**src/rtl/rsa_mul_pkg.sv**
```systemverilog
// Shared RSA datapath constants: multiplier/divider sizing and FSM state encodings.
package rsa_mul_pkg;

  localparam int unsigned RSA_MUL_WIDTH = 128;
  localparam int unsigned RSA_MUL_CNT_W = 8;

  localparam int unsigned RSA_DIV_WIDTH = 128;
  localparam int unsigned RSA_DIV_CNT_W = 8;

  typedef enum logic [1:0] {
    ST_IDLE = 2'b00,
    ST_RUN  = 2'b01,
    ST_DONE = 2'b10
  } rsa_state_e;

endpackage

```
**src/rtl/rsa_mul_addsub.sv**
```systemverilog
// Carry-lookahead adder/subtractor (add_sub=0 adds, 1 subtracts) built from 4-bit lookahead groups.
module AddSubCLA129Bits #(
  parameter int unsigned W = 129
) (
  input  logic [W-1:0] a,
  input  logic [W-1:0] b,
  input  logic         add_sub,
  output logic [W-1:0] s,
  output logic         c_out
);

  localparam int unsigned NG = (W + 3) / 4;

  always_comb begin
    logic        cg;
    logic        cb;
    logic        gg;
    logic        gp;
    logic        bi;
    logic        g;
    logic        p;
    int unsigned idx;
    s  = '0;
    cg = add_sub;
    cb = 1'b0;
    gg = 1'b0;
    gp = 1'b1;
    bi = 1'b0;
    g  = 1'b0;
    p  = 1'b0;
    idx = 0;
    for (int unsigned gi = 0; gi < NG; gi++) begin
      gg = 1'b0;
      gp = 1'b1;
      cb = cg;
      for (int unsigned j = 0; j < 4; j++) begin
        idx = gi * 4 + j;
        if (idx < W) begin
          bi = b[idx] ^ add_sub;
          g  = a[idx] & bi;
          p  = a[idx] ^ bi;
          s[idx] = p ^ cb;
          cb = g | (p & cb);
          gg = g | (p & gg);
          gp = gp & p;
        end
      end
      // group carry-out skips the in-group ripple chain
      cg = gg | (gp & cg);
    end
    c_out = cg;
  end

endmodule

```
**src/rtl/rsa_mul.sv**
```systemverilog
// Sequential shift-and-add multiplier: one partial product per clock, WIDTH clocks per multiply.
module rsa_mul
  import rsa_mul_pkg::*;
#(
  parameter int unsigned WIDTH = RSA_MUL_WIDTH,
  parameter int unsigned CNT_W = RSA_MUL_CNT_W
) (
  input  logic                 clk,
  input  logic                 reset_n,
  input  logic                 start,
  input  logic [WIDTH-1:0]     multiplicand_a,
  input  logic [WIDTH-1:0]     multiplier_b,
  output logic [2*WIDTH-1:0]   product,
  output logic                 busy,
  output logic                 done,
  output logic [1:0]           state_out,
  output logic [CNT_W-1:0]     count_out
);

  localparam logic [CNT_W-1:0] LAST = CNT_W'(WIDTH - 1);

  rsa_state_e       state;
  logic [CNT_W-1:0] count;
  logic [WIDTH-1:0] hi;
  logic [WIDTH-1:0] lo;
  logic [WIDTH-1:0] m;
  logic [WIDTH-1:0] addend;
  logic [WIDTH-1:0] sum_lo;
  logic             sum_c;

  always_comb begin
    addend = lo[0] ? m : '0;
  end

  AddSubCLA129Bits #(
    .W(WIDTH)
  ) u_adder (
    .a      (hi),
    .b      (addend),
    .add_sub(1'b0),
    .s      (sum_lo),
    .c_out  (sum_c)
  );

  always_ff @(posedge clk or negedge reset_n) begin
    if (!reset_n) begin
      state <= ST_IDLE;
      count <= '0;
      hi    <= '0;
      lo    <= '0;
      m     <= '0;
      busy  <= 1'b0;
      done  <= 1'b0;
    end else begin
      case (state)
        ST_IDLE, ST_DONE: begin
          if (start) begin
            m     <= multiplicand_a;
            lo    <= multiplier_b;
            hi    <= '0;
            count <= '0;
            state <= ST_RUN;
            busy  <= 1'b1;
            done  <= 1'b0;
          end
        end
        ST_RUN: begin
          // {carry, sum} shifted right one: sum LSB moves into the top of lo
          hi    <= {sum_c, sum_lo[WIDTH-1:1]};
          lo    <= {sum_lo[0], lo[WIDTH-1:1]};
          count <= count + 1'b1;
          if (count == LAST) begin
            state <= ST_DONE;
            busy  <= 1'b0;
            done  <= 1'b1;
          end
        end
        default: begin
          state <= ST_IDLE;
          busy  <= 1'b0;
          done  <= 1'b0;
        end
      endcase
    end
  end

  always_comb begin
    product   = {hi, lo};
    state_out = state;
    count_out = count;
  end

endmodule

```
**config.mk**
```make
export PLATFORM = sky130hd
export DESIGN_NAME = rsa_mul
export DESIGN_NICKNAME = d
export VERILOG_FILES = /design/src/rtl/rsa_mul_pkg.sv /design/src/rtl/rsa_mul_addsub.sv /design/src/rtl/rsa_mul.sv
export SDC_FILE = /design/constraint.sdc
export NUM_CORES = 1
export LEC_CHECK = 0
export ABC_AREA = 1
export BUFFER_PORTS_ARGS = -buffer_cell sky130_fd_sc_hd__buf_2
export CORE_AREA = 5 5 215 217
export CTS_CLUSTER_SIZE = 12
export DETAILED_ROUTE_END_ITERATION = 8
export DIE_AREA = 0 0 220 222
export GPL_TIMING_DRIVEN = 0
export PLACE_DENSITY = 0.76
export REMOVE_ABC_BUFFERS = 1
export SYNTH_ARGS = -nofsm -noshare
export SYNTH_HDL_FRONTEND = slang
export SYNTH_SLANG_ARGS = --single-unit
```
**constraint.sdc**
```tcl
create_clock -name clk -period 6.5 [get_ports clk]
set_clock_uncertainty 0.15 [all_clocks]
set_input_delay 0 -clock clk [delete_from_list [all_inputs] [get_ports clk]]
set_output_delay 0 -clock clk [all_outputs]
set_load 0.1 [all_outputs]
```
==> impl_metrics.toml <==
[outcome]
outcome = "finished with violations"
violations = "negative setup slack"

[die]
initial_utilization_pct = 48.5
fp.coreArea_um2 = 43900
die_w_um = 220
ios = 527
die_h_um = 222
dieArea_um2 = 48800
rows = 77

[sta]
slew_viol_final = 0
tightest_slew_ns = 0.961
setup_viol = 33
fmax_ghz = 0.131
fin_crit_ns = 7.63
hold_viol_final = 0
period_share_pct = 117
layout_setup_ws_ns = -1.13
grt_setup_unrepaired = "true"
slew_headroom_pct = 35.8

[route]
wl_per_cell_um = 19.7
vias_per_cell = 5.48
drt_iter0_markers = 1920
drc_errors = 0
vias = 21800
antenna_left = 0
routed_wl_um = 78200
dr.pass1.iters = 7

[yosys]
synth-seq-area-share_pct = 46.4
yosysUniqueCellTypes = 29
synth_ff_type = "dfrtp_1"
yosys_warnings = 0
avgSynthCellArea_um2 = 8.53
postSynth.asyncResetShare_pct = 100
synth-edff-count = 0
netlist_area_um2 = 21300
ys_ff_latch = 395
synthCells = 2500

[worst_setup_path]
critical_path.endpoint_type = "flip-flop"
crit_fanout = 3
r2r_setup_slack_ns = -1.13
critPathSlowestCell = "dfrtp_4"
cp-start-kind = "flip-flop"
critPathArrivalTime_ns = 7.90
cp_slowest_stage_delay_ns = 0.50
required_ns = 6.77
crit_type = "flip-flop to flip-flop"
cp_common_cell = "nand2_2"

[place]
dpl-instance-area_um2 = 24700
routabilityCongestion = 0.901
numPortBuffers = 526
pre_cts_slack_ns = -2.79
dp_hpwl_um = 45500

[clocking]
cts.clk_slew.worst_paths_ns = 0.06
cts_tree = "built"
cts-root-buf = "clkbuf_16"
cts.sinks = 395
numCtsBuffers = 46
clock_path_buffers = 3
clkLatencyLatePin_ns = 0.58
htreeDepth = 2

[run]
cap_violations = 0

[cells_and_area]
layout_common_cells = "996 x nand2_1, 525 x buf_2, 394 x dfrtp_1"
layout_commonest_cell = "nand2_1"
areaGrowthSynthToFinish_pct = 41.6
nets = 3815
fin_area_um2 = 30200
drive_gt1_share_pct = 23.2

[grt]
met2_usage_pct = 51.6
grtUsageTotal_pct = 31.5
grt.met1_usage_pct = 35.2
antenna_found_initial = 18
grt_max_degree = 120
grt-busiest-layer = "met2"
grt_pass1_wl_um = 123000
grt_use_met3_pct = 9.78
grt.overflow.total = 0
first_global_vias = 23300

[hold_path]
hp-class = "input pin to flip-flop"
## final cells by class
class / instances / area [µm²]
inverter: 274 / 1040
clock inverter: 15 / 193
fill: 2983 / 13800
clock buffer: 67 / 1350
multi-input combinational: 1717 / 10300
antenna: 17 / 42.5
timing repair buffer: 900 / 6580
sequential: 395 / 9890
tap: 592 / 741
## per-stage QoR
step | cells | TNS, ns | hold WS [ns] | utilization (%)
floorplan | 2386 | -3592.89 | -0.446 | -
global placement | 3504 | -9560.87 | 0.0517 | 55.2
detailed placement | 3521 | -85.48 | -0.209 | 56.2
CTS | 3950 | -25.51 | 0.000515 | 68.1
global route | 3974 | -31.62 | 0.0157 | 68.7
finish | 3977 | -17.78 | 0.0247 | 68.7
## path summary, 6_finish.rpt
path                       cells past startpoint                  end               start
max                                           76  hi[126]$_DFFE_PN0P_   lo[0]$_DFFE_PN0P_
min                                            4    m[93]$_DFFE_PN0P_  multiplicand_a[93]
max reg2reg                                   76  hi[126]$_DFFE_PN0P_   lo[0]$_DFFE_PN0P_
min reg2reg                                    2   m[108]$_DFFE_PN0P_  m[108]$_DFFE_PN0P_
max in group asynchronous                      5  lo[118]$_DFFE_PN0P_             reset_n
min in group asynchronous                      4   m[110]$_DFFE_PN0P_             reset_n
## synth_stat cells, types with 4 or more instances
| cell | instances | area [µm²] |
|---|---|---|
| nand2_1 | 1056 | 3960 |
| dfrtp_1 | 395 | 9880 |
| inv_1 | 272 | 1020 |
| nand3_1 | 131 | 656 |
| ha_1 | 126 | 1580 |
| clkbuf_1 | 106 | 398 |
| o22ai_1 | 97 | 607 |
| fa_1 | 96 | 1920 |
| a21oi_1 | 58 | 290 |
| o21ai_0 | 41 | 205 |
| nor2_1 | 36 | 135 |
| xor2_1 | 31 | 272 |
| o21a_1 | 27 | 203 |
| buf_1 | 4 | 15.0 |
## what timing repair did
action / 4_1_cts / 5_1_grt
gates cloned: 0 / 0
buffers inserted: 26 / 11
endpoints found under the setup margin: 65 / 51
resized for setup: 94 / 47
hold endpoints to repair: 418 / 0
hold buffers: 321 / 0
pin swaps: 31 / 37
## sequential cells by signal (all words and copies together), names as in the netlist
| register | count |
|---|---|
| busy | 1 |
| m | 128 |
| state_out | 1 |
| done | 1 |
| lo | 128 |
| count_out | 8 |
| hi | 128 |
## critical path: cells and delay by family, from the launching register on
family | cells | cell delay, ns
AO/OA/AOI/OAI | 1 | 0.09
flip-flops | 1 | 0.50
XOR/XNOR | 1 | 0.17
adder cells (fa/ha/maj) | 7 | 2.23
buffers and inverters | 4 | 0.18
AND/OR/NAND/NOR | 63 | 4.12
## logic make-up after synthesis
group | share of synthesized area [%]
AND/OR/NAND/NOR | 22.6
flip-flops | 46.4
buffers and inverters | 6.92
AO/OA/AOI/OAI | 6.44
adder cells (fa/ha/maj) | 16.4
XOR/XNOR | 1.27
## routing by layer
metal  vias to the layer above  routed length [µm]
met3                       479                7160
met5                         -                  20
met2                      1344               37900
met1                     10500               27100
li1                       9516                   -
met4                         4                6000
Power is not shown: default switching activity piles up to over one toggle a cycle in this logic, so the estimate is an artifact.
